## src/rtl/servant_pc_tracer.sv

```systemverilog
// Compresses the servant fetch-address stream into run-length and full-address trace records,
// buffered in a small FIFO and serialized one byte at a time over a valid/ready port.
`timescale 1ns / 1ps
module servant_pc_tracer #(
  parameter int unsigned FIFO_DEPTH = 8
) (
  input  logic        wb_clk,
  input  logic        wb_rst_n,
  input  logic [31:0] i_pc_adr,
  input  logic        i_pc_vld,
  input  logic        i_isjump,
  input  logic        i_mret,
  input  logic        i_timer_irq,
  output logic [7:0]  o_tdata,
  output logic        o_tvalid,
  input  logic        i_tready,
  output logic        o_overflow
);

  localparam int unsigned AddrW = (FIFO_DEPTH > 1) ? $clog2(FIFO_DEPTH) : 1;

  // Record layout: [43] has_addr, [42:35] count, [34:32] cause, [31:0] addr.
  logic [31:0] last_pc_q, last_pc_d;
  logic [7:0]  cnt_q, cnt_d;
  logic        resync_q, resync_d;
  logic        overflow_q, overflow_d;

  logic [43:0]    mem_q [FIFO_DEPTH];
  logic [AddrW:0] wr_ptr_q, rd_ptr_q;
  logic           fifo_full, fifo_empty;
  logic           push, wr_en, pop;
  logic [43:0]    push_rec, rd_rec;

  logic [43:0] rec_q, rec_d;
  logic [2:0]  pos_q, pos_d;
  logic        tvalid_q, tvalid_d;
  logic [7:0]  tdata_q, tdata_d;
  logic        seq_ev, last_byte;

  // Byte positions: 0 = run marker, 1 = count, 2 = header, 3..6 = address LSB first.
  function automatic logic [7:0] byte_sel(input logic [43:0] rec, input logic [2:0] pos);
    logic [7:0] b;
    case (pos)
      3'd0:    b = 8'h01;
      3'd1:    b = rec[42:35];
      3'd2:    b = {5'b10000, rec[34:32]};
      3'd3:    b = rec[7:0];
      3'd4:    b = rec[15:8];
      3'd5:    b = rec[23:16];
      3'd6:    b = rec[31:24];
      default: b = 8'h00;
    endcase
    return b;
  endfunction

  assign fifo_empty = (wr_ptr_q == rd_ptr_q);
  assign fifo_full  = (wr_ptr_q[AddrW-1:0] == rd_ptr_q[AddrW-1:0]) &&
                      (wr_ptr_q[AddrW] != rd_ptr_q[AddrW]);
  assign rd_rec     = mem_q[rd_ptr_q[AddrW-1:0]];
  assign seq_ev     = i_pc_vld && !resync_q && (i_pc_adr == last_pc_q + 32'd4);
  assign wr_en      = push && !fifo_full;

  always_comb begin
    last_pc_d  = last_pc_q;
    cnt_d      = cnt_q;
    resync_d   = resync_q;
    overflow_d = overflow_q;
    push       = 1'b0;
    push_rec   = '0;
    if (i_pc_vld) begin
      last_pc_d = i_pc_adr;
      if (seq_ev && (cnt_q != 8'hff)) begin
        cnt_d = cnt_q + 8'd1;
      end else begin
        push = 1'b1;
        if (seq_ev) begin
          push_rec = {1'b0, 8'hff, 3'b000, 32'h0};
          cnt_d    = 8'd1;
        end else begin
          push_rec = {1'b1, cnt_q, i_timer_irq, i_mret, i_isjump, i_pc_adr};
          cnt_d    = 8'd0;
          resync_d = 1'b0;
        end
        // A dropped record forces a full-address resync on the next event.
        if (fifo_full) begin
          overflow_d = 1'b1;
          cnt_d      = 8'd0;
          resync_d   = 1'b1;
        end
      end
    end
  end

  always_comb begin
    rec_d     = rec_q;
    pos_d     = pos_q;
    tvalid_d  = tvalid_q;
    tdata_d   = tdata_q;
    pop       = 1'b0;
    last_byte = (pos_q == (rec_q[43] ? 3'd6 : 3'd1));
    if (!tvalid_q || (i_tready && last_byte)) begin
      if (!fifo_empty) begin
        pop      = 1'b1;
        rec_d    = rd_rec;
        pos_d    = (rd_rec[42:35] != 8'd0) ? 3'd0 : 3'd2;
        tvalid_d = 1'b1;
        tdata_d  = byte_sel(rd_rec, pos_d);
      end else begin
        tvalid_d = 1'b0;
      end
    end else if (i_tready) begin
      pos_d   = pos_q + 3'd1;
      tdata_d = byte_sel(rec_q, pos_d);
    end
  end

  always_ff @(posedge wb_clk or negedge wb_rst_n) begin
    if (!wb_rst_n) begin
      last_pc_q  <= '0;
      cnt_q      <= '0;
      resync_q   <= 1'b1;
      overflow_q <= 1'b0;
      wr_ptr_q   <= '0;
      rd_ptr_q   <= '0;
      rec_q      <= '0;
      pos_q      <= '0;
      tvalid_q   <= 1'b0;
      tdata_q    <= '0;
    end else begin
      last_pc_q  <= last_pc_d;
      cnt_q      <= cnt_d;
      resync_q   <= resync_d;
      overflow_q <= overflow_d;
      if (wr_en) wr_ptr_q <= wr_ptr_q + 1'b1;
      if (pop)   rd_ptr_q <= rd_ptr_q + 1'b1;
      rec_q      <= rec_d;
      pos_q      <= pos_d;
      tvalid_q   <= tvalid_d;
      tdata_q    <= tdata_d;
    end
  end

  always_ff @(posedge wb_clk) begin
    if (wr_en) mem_q[wr_ptr_q[AddrW-1:0]] <= push_rec;
  end

  assign o_tdata    = tdata_q;
  assign o_tvalid   = tvalid_q;
  assign o_overflow = overflow_q;

endmodule

```

## config.mk

```make
export PLATFORM = sky130hd
export DESIGN_NAME = servant_pc_tracer
export DESIGN_NICKNAME = d
export VERILOG_FILES = /design/src/rtl/servant_pc_tracer.sv
export SDC_FILE = /design/constraint.sdc
export NUM_CORES = 1
export LEC_CHECK = 0
export ABC_AREA = 0
export BUFFER_PORTS_ARGS = -buffer_cell sky130_fd_sc_hd__buf_2
export CAP_MARGIN = 20
export CORE_MARGIN = 1.5
export CORE_UTILIZATION = 67
export DETAILED_ROUTE_END_ITERATION = 8
export HOLD_SLACK_MARGIN = 0.02
export MAX_ROUTING_LAYER = met4
export PLACE_DENSITY = 0.85
export SYNTH_ARGS = -nofsm -noshare
export SYNTH_HDL_FRONTEND = slang
export SYNTH_SLANG_ARGS = --single-unit
```

## constraint.sdc

```tcl
create_clock -name wb_clk -period 17.7 [get_ports wb_clk]
set_input_delay 1.77 -clock wb_clk [delete_from_list [all_inputs] [get_ports wb_clk]]
set_output_delay 1.77 -clock wb_clk [all_outputs]
set_load 0.02 [all_outputs]
```

# After elaboration in Yosys (flattened, before gate mapping)
# Memories as Yosys holds them, arrays and structs flattened.
# Cells that the tools add are included.
# Widths: inputs -> output; s select.
[totals] word_cells=80 ramBits=352 in_bits=39 mem_count=1 regBits=106 output_inout_bits=10
[memory_table] name="mem_q" words=8 width=44 read_ports=1 rd_ports_with_merged_regs=0 wr=1 line="28" text="logic [43:0] mem_q [FIFO_DEPTH];"
[op_classes] addsub=5 eq_ne=20 reduce_logical=18 n_mux=24 n_bitwise=2
[op_table] cell="$mux 44" n=3
[op_table] cell="$pmux 8 s7" n=2
[op_table] cell="$mux 8" n=5
[op_table] cell="$add 32x3->32 const B" n=1
[op_table] cell="$eq 32x32->1" n=1
[op_table] cell="$mux 3" n=4
[op_table] cell="$eq 2x3->1 const B" n=3
[op_table] cell="$eq 3x3->1 const B" n=3
[op_table] cell="$mux 1" n=9
[op_table] cell="$add 4x1->4 const B" n=2
[op_table] cell="$add 8x1->8 const B" n=1
[op_table] cell="$ne 8x8->1 const B" n=1
[op_table] cell="$reduce_bool 8->1" n=1
[op_table] cell="$eq 3x2->1 const B" n=2
[op_table] cell="$eq 3x3->1" n=2
[op_table] cell="$logic_and 1x1->1" n=6
[op_table] cell="$logic_not 3->1" n=2
[op_table] cell="$reduce_and 3->1" n=2
[op_table] cell="$eq 2x2->1 const B" n=2
[op_table] cell="$eq 4x4->1" n=1
[op_table] cell="$ne 2x2->1 const B" n=2
[op_table] cell="$reduce_and 2->1" n=2
[op_table] cell="$add 3x1->3 const B" n=1
[op_table] cell="$eq 3x1->1 const B" n=1
[op_table] cell="7 further kinds" n=10

# Longest topological paths before layout
# Gate-level depths: netlist of the first run.
[depth] word_depth=9 ltp_mapped=11 mapped_depth_nobuf=10

# Worst setup path after synthesis of the first run
# Ideal clock, no wire load.
[synth_timing] path_type="input-to-reg" from="input port i_pc_adr[24]" to="memory mem_q[2][0], enable pin" path_slack_ps=9845 setup_ps=556 required_time_ps=17144 path_buffers=1 arrival_ps=7300 stages=9 cell_sequence="xor2_1 -> xnor2_1 -> a41oi_1 -> nor3_1 -> o2111ai_1 -> or4_4 -> o311a_1 -> buf_6 -> nor4bb_1"
[synth_between] elab_chain_cells=8
[synth_lines] element="from (decl)" line="9" text="input logic [31:0] i_pc_adr,"
[synth_lines] element="$eq 32x32->1" line="60" text="assign seq_ev = i_pc_vld && !resync_q && (i_pc_adr == last_pc_q + 32'd4);"
[synth_lines] element="$logic_and 1x1->1" line="60"
[synth_lines] element="$logic_and 1x1->1" line="72" text="if (seq_ev && (cnt_q != 8'hff)) begin"
[synth_lines] element="$mux 1" line="72"
[synth_lines] element="$mux 1" line="70" text="if (i_pc_vld) begin"
[synth_lines] element="$logic_and 1x1->1" line="61" text="assign wr_en = push && !fifo_full;"
[synth_lines] element="$mux 1" line="144" text="if (wr_en) mem_q[wr_ptr_q[AddrW-1:0]] <= push_rec;"
[synth_lines] element="$mux 1 (implied by the code)" line="144"
[synth_lines] element="to (decl)" line="28"
# No other way between the ends.

# Final worst setup path of the first run
[layout_timing] from="input port i_pc_adr[18]" to="memory mem_q[6][28], enable pin"
# Same word-level chain as after synthesis.

==> out/metrics.cfg, run 1 <==
[global_routing]
grt_start_max_net_pins = 80
overflow = 0
grt_pass1_wl_mm = 69.8
grt_pass1_vias = 10953
antenna_found_initial = 4
track_usage_pct = 34.3

[worst_setup_path]
crit_fanout = 32
r2r_start = last_pc_q[2]
crit_end = mem_q[6][28]
slowest_stage = a2111oi_0
critPathKind = input pin to flip-flop
critical_path.startpoint = i_pc_adr[18]
cp-start-kind = input pin
crit_buf_inv = 2
ff2ff_path_depth = 10
crit_family = compound AO/OA/AOI/OAI gates
slowest_delay_ps = 990
path_cells = buf_2, xnor2_1, xnor2_1, o311a_1, a2111oi_0, nand4_1, or4_4, o311a_1, and4b_2, buf_4
reg2reg_to = mem_q[6][28]
critical_path_cell_count = 10
crit_required_ps = 17930
crit_arrival_ps = 5670
setup.worst_path.end_class = flip-flop
reg2reg_slack_ps = 12860

[clock_tree]
clock_latency_ps = 560
clk_pin_slew_ps = 60
holdBufCountCts = 0
cts_setup_buffers = 0
ctsRootBufferMaster = clkbuf_16
cts_sinks = 458
cts.repair.resized = 0
cts-buffers-inserted = 44
cts_tree = yes
cts_buffer_depth = 3
h-tree-depth = 2

[die]
start_util_pct = 68.4
die_h_um = 172
ios = 49
dieArea_mm2 = 0.0295
num_rows = 61
core_area_mm2 = 0.0279
die_w_um = 172

[sta]
period_share_pct = 30.7
slew_viol_final = 0
finClkSkew_ps = 20.6
maxSlewHeadroom_pct = 20.9
fmax_ghz = 0.184
tightest_slew_ps = 1160
setup_viol_count_final = 0
rsz0062_at_grt = no
finalHoldViolations = 0
min_period_ps = 5430
setup_tns_ps = 0

[detailed_routing]
wl_per_cell_um = 29.2
drt_pass1_iterations = 5
drt.antenna.violating_nets = 0
first_iter_violations = 1507
viasPerCell = 6.96
totalWireLength_mm = 46.9
route.detailed.drc = 0
vias = 11170

[cells_and_area]
layout.cells.non_filler = 1604
fin_nets = 1237
area_delta_synth_final_pct = 11.5
drive_above_1_share_pct = 22.6
n_fill_cell = 1538

[pwr]
power.density_mw_per_mm2 = 163
peakVddDrop_uv = 154
p_leak_uw = 0.00755

[synthesis]
syn_area_per_cell_um2 = 16.7
syn_inst = 1141
synth_cell_types = 64
synthArstFlopShare_pct = 23.1
ys_top_cells_by_area = edfxtp_1 (55%), dfrtp_1 (14%), mux4_2 (10%)
seq_area_frac_synth_pct = 69.2
ys_ff_latch = 458
dominantRegCellSynth = edfxtp_1
synth_edf_count = 352
yosys.area.top_type = edfxtp_1
synth_warnings = 0
syn_nets = 1189
yosysMostFrequentCell = edfxtp_1
synth_top_cell_area_share_pct = 55.3
synth_common_cells = edfxtp_1 (352), dfrtp_1 (105), mux4_2 (88)
synth_area_mm2 = 0.0191

[placement]
place.gp.congestion = 0.886
dp.cells = 1520
place_hpwl_mm = 25.2
numPortBuffers = 48

[run_status]
status = finished, final reports clean

[job]
max_cap_violations = 0

[hold_path]
hold_path.class = flip-flop to flip-flop

tightest hold or removal path: cells and delay by family, from the launching register on:
kind | cells | cell delay (ps)
flops | 1 | 340
simple gates | 1 | 50
compound gates | 1 | 60
per-layer routing:
metal  global-route usage [%]  share of wire [%]
met1                     48.6                 38
met4                     9.64                2.8
met5                        -                  0
met2                     53.3                 49
met3                     5.08                 10
cell usage in the layout (no fill, tap or decap), types with 4 or more instances in the layout:
master	netlist	routed
clkinv_1	0	5
o21ai_0	23	23
mux4_2	88	88
buf_2	5	47
nor2_1	65	64
clkbuf_1	42	6
nand2_1	43	43
nand3_1	14	14
or3_1	5	5
buf_4	0	17
mux2i_1	46	46
mux2_2	29	29
a22o_1	6	6
dfrtp_1	105	102
nor3_1	8	8
ha_1	9	9
nor3b_1	6	6
a21oi_1	61	61
a221oi_1	8	8
xnor2_1	32	32
xor2_1	19	19
nand4_1	17	17
clkinv_2	0	7
bufinv_16	0	8
a211o_1	4	4
clkbuf_16	0	45
and3_1	43	42
inv_6	0	4
inv_1	11	11
nor4_1	10	9
a222oi_1	5	5
a21o_1	12	12
edfxtp_1	352	352
power by group:
part | total (µW) | internal (µW) | switching, µW
Clock | 1000 | 587 | 416
Sequential | 1510 | 1370 | 135
Combinational | 968 | 401 | 567
Total | 3480 | 2360 | 1120
per-stage QoR:
stage               util (%)  area [µm²]  setup slack (ps)  power (µW)  hold WS (ps)
CTS                     76.2       21300             12450        3470           488
global placement        70.7       19800             11910        2400           464
floorplan                  -       19100              9840        2150           461
detailed placement      70.7       19800             11880        2440           474
global route            76.3       21300             12200        3600           507
finish                  76.3       21300             12270        3480           482
area by class of cell:
cell class	count	area (µm²)	share of cell area, %
Inverter	11	41.3	0.194
Clock inverter	30	378	1.77
Timing Repair Buffer	65	383	1.80
Clock buffer	51	1150	5.39
Antenna cell	2	5.00	0.0235
Sequential cell	458	13200	62.1
Multi-Input combinational cell	609	5640	26.5
Tap cell	378	473	2.22
worst min-delay path by stage:
| stage | from | end | slack [ps] | cells past startpoint |
|---|---|---|---|---|
| global placement | o_tdata[0] | o_tdata[0] | 460 | 2 |
| finish | o_tdata[0] | o_tdata[0] | 480 | 2 |
| CTS | o_tdata[0] | o_tdata[0] | 490 | 2 |
| floorplan | wr_ptr_q[3] | wr_ptr_q[3] | 460 | 1 |
| global route | o_tdata[1] | o_tdata[1] | 510 | 1 |
| detailed placement | o_tdata[0] | o_tdata[0] | 470 | 2 |
kinds of logic (layout without fill, tap and decap cells):
| group | count (synthesis) | count (layout) | share of synthesized area (%) |
|---|---|---|---|
| DFF | 458 | 458 | 69.2 |
| and+or+nand+nor | 242 | 242 | 6.92 |
| muxes | 164 | 164 | 14.6 |
| AOI/OAI and AO/OA | 143 | 143 | 4.83 |
| buffers and inverters | 74 | 157 | 1.53 |
| xor gates and xnor gates | 51 | 51 | 2.34 |
| adders and majority gates | 9 | 9 | 0.589 |
| other | 0 | 2 | 0 |
state kept, by name, indices dropped and copies added, names as in the netlist:
| name | count |
|---|---|
| last_pc_q | 32 |
| cnt_q | 8 |
| wr_ptr_q | 4 |
| rec_q | 44 |
| o_overflow | 1 |
| pos_q | 3 |
| o_tvalid | 1 |
| o_tdata | 8 |
| resync_q | 1 |
| rd_ptr_q | 4 |
| mem_q | 352 |
No activity file was read; power rests on OpenSTA's default activity.
==> inputs of run 2 (changes only) <==
Settings changed: ABC_AREA 0 to 1, CORE_UTILIZATION 67 to 56, PLACE_DENSITY 0.85 to 0.75.
Clock period 17.7 ns to 4.5 ns, I/O delays scaled along.
==> run 2 against run 1 <==
Effect of this change:
- count of clock-buffer cells in the layout increased by 14
- non-clock buffer count increased by 12
- clock skew decreased by 0.64 ps
- hold slack got worse by 370 ps
- worst setup slack got worse by 11000 ps
- flip-flop and latch count unchanged
- clock power increased to 4.0 times the previous value
- via count increased by 29%
- wire length increased by 8.7%
==> out/metrics.cfg, run 2 <==
[run_status]
status = finished, final reports clean

[clock_tree]
cts_buffer_depth = 3  ; unchanged
h-tree-depth = 2  ; unchanged
cts_sinks = 458  ; unchanged
clock_latency_ps = 560  ; about the same
clk_pin_slew_ps = 60  ; about the same
ctsRootBufferMaster = clkbuf_16
cts_tree = yes
cts-buffers-inserted = 46  ; +4.5%

[global_routing]
grt_pass1_vias = 13861  ; +27%
grt_pass1_wl_mm = 78.9  ; +13%
antenna_found_initial = 2  ; -2
overflow = 0  ; unchanged
track_usage_pct = 29.4  ; -4.9 points
grt_start_max_net_pins = 162  ; +100%

[cells_and_area]
area_delta_synth_final_pct = 12.1
largest_reg_flops = 352  ; unchanged
final_cell_mix = nand2_1 (394), edfxtp_1 (352), nor2_1 (292)
insertedDiodeCount = 0  ; -2
drive_above_1_share_pct = 9.27  ; -13 points
layout_commonest_cell = nand2_1
fin_nets = 2006  ; +62%
layout.cells.non_filler = 2457  ; +53%
fin_area_mm2 = 0.0225  ; +5.5%

[hold_path]
hold_path.class = input pin to flip-flop

[synthesis]
synth_cell_types = 40  ; -38%
yosysMostFrequentCell = nand2_1
synthArstFlopShare_pct = 23.1  ; unchanged
synth_top_cell_area_share_pct = 52.7  ; -2.6 points
ys_top_cells_by_area = edfxtp_1 (53%), dfrtp_1 (13%), nand2_1 (7.4%)
syn_inst = 1921  ; +68%
synth_xor_xnor_area_share_pct = 1.57  ; -0.77 points
yosys.area.top_type = edfxtp_1
yosys.area_share.simple_pct = 17.3  ; +10 points
syn_nets = 1969  ; +66%
synth_top_family_by_area = simple AND/OR/NAND/NOR gates
dominantRegCellSynth = edfxtp_1
synth_fa_ha_area_share_pct = 0.562  ; -0.028 points
synth_compound_area_share_pct = 9.50  ; +4.7 points
syn_area_per_cell_um2 = 10.4  ; -38%
synth_common_cells = nand2_1 (394), edfxtp_1 (352), nor2_1 (300)
ys_ff_latch = 458  ; unchanged
seq_area_frac_synth_pct = 65.9  ; -3.3 points
synth_warnings = 0  ; unchanged
synthMuxAreaShare_pct = 0.849  ; -14 points
synth_edf_count = 352  ; unchanged
synth_area_mm2 = 0.0201  ; +5.0%

[detailed_routing]
viasPerCell = 5.86  ; -16%
drt.antenna.violating_nets = 0  ; unchanged
drt_pass1_iterations = 5  ; unchanged
wl_per_cell_um = 20.7  ; -29%
route.detailed.drc = 0  ; unchanged
first_iter_violations = 1803  ; +20%
vias = 14393  ; +29%
totalWireLength_mm = 51.0  ; +8.7%

[sta]
fmax_ghz = 0.282
finalHoldViolations = 0  ; unchanged
setup_viol_count_final = 0  ; unchanged
slew_viol_final = 0  ; unchanged
rsz0062_at_grt = no
maxSlewHeadroom_pct = 34.8  ; +14 points
tightest_slew_ps = 972  ; -184 ps
finClkSkew_ps = 20.0  ; -0.639 ps
setup_tns_ps = 0  ; unchanged
period_share_pct = 78.7
min_period_ps = 3540

[pwr]
peakVddDrop_uv = 431  ; +180%
p_leak_uw = 0.00856  ; +13%
power.density_mw_per_mm2 = 629  ; +290%

[placement]
place.gp.congestion = 0.995  ; +12%
place_hpwl_mm = 30.9  ; +23%
place_area_mm2 = 0.0209  ; +5.7%
dp.cells = 2370  ; +56%
numPortBuffers = 48  ; unchanged

[die]
die_h_um = 192  ; +12%
ios = 49  ; unchanged
core_area_mm2 = 0.0354  ; +27%
start_util_pct = 56.7  ; -12 points
num_rows = 69  ; +13%
die_w_um = 192  ; +12%
dieArea_mm2 = 0.0370  ; +25%

[worst_setup_path]
crit_fanout = 44  ; +38%
path_cells = ha_1, nand2_1, nor2_2, nand2_4, nor2_2, nand2_1, nand2_1, nand3_1, nand2_1, nor2_1, nand2_1, nor2_4, nand3_4, nand3_2, nor2_4, buf_4
critPathKind = flip-flop to flip-flop
slowest_delay_ps = 620  ; -370 ps
cp-start-kind = flip-flop
setup.worst_path.end_class = flip-flop
crit_required_ps = 4680  ; -13,250 ps
crit_arrival_ps = 3720  ; -1950 ps
slowest_stage = buf_4
cp_common_cell = nand2_1

[job]
max_cap_violations = 0  ; unchanged

-- run 2: area by class of cell --
class / count / area, µm²
clock buffers: 65 / 1330
flip-flops and latches: 458 / 13200
clock inverters: 21 / 254
well taps: 461 / 577
multi-input cells: 1242 / 6020
fillers: 2722 / 12900
inverters: 133 / 504
repair buffers: 77 / 563
-- run 2: timing repair --
item / in CTS / in global routing
endpoints found under the hold margin: 20 / 0
buffers inserted: 0 / 0
resized for setup: 0 / 0
hold buffers: 1 / 0
-- run 2: kinds of logic after synthesis --
| group | after synthesis |
|---|---|
| mux | 17 |
| simple gates | 844 |
| fa+ha+maj | 9 |
| buf+inv | 221 |
| flops | 458 |
| compound gates | 336 |
| xor+xnor | 36 |
-- run 2: worst paths after layout --
| kind | startpoint | end | slack [ps] | cells past startpoint |
|---|---|---|---|---|
| max | last_pc_q[2] | mem_q[6][0] | 960 | 16 |
| min | i_pc_adr[28] | last_pc_q[28] | 110 | 3 |
| max reg2reg | last_pc_q[2] | mem_q[6][0] | 960 | 16 |
| min reg2reg | o_overflow | o_overflow | 470 | 2 |
| max in group asynchronous | wb_rst_n | rd_ptr_q[0] | 2930 | 3 |
| min in group asynchronous | wb_rst_n | cnt_q[2] | 520 | 2 |
-- run 2: per-layer routing --
layer	track usage, %	up-vias	share of wire, %
li1	-	6704	-
met1	41.3	6847	42
met2	44.5	755	46
met3	3.98	87	9.7
met4	10.4	0	2.9
met5	-	-	0
-- run 2: through the flow --
stage	worst slack [ps]	power, µW	hold WS, ps	util (%)
after detailed placement	1000	10200	449	59.0
after floorplan	324	8650	154	-
after CTS	974	14200	86.3	63.5
after global placement	1080	10000	447	59.0
after global routing	703	14900	138	63.5
final	960	14100	111	63.5
-- run 2: worst max-delay path, delay by kind of cell (launching register included) --
family / cells / cell delay (ps)
adder cells (fa/ha/maj): 1 / 230
AND/OR/NAND/NOR: 14 / 1880
buffers and inverters: 1 / 620
flip-flops: 1 / 390
-- run 2: where the power goes --
group / leakage (µW) / internal (µW) / switching (µW)
clock: 0.000769 / 2360 / 1610
combinational: 0.00325 / 1280 / 3070
sequential: 0.00454 / 5390 / 445
total: 0.00856 / 9030 / 5120
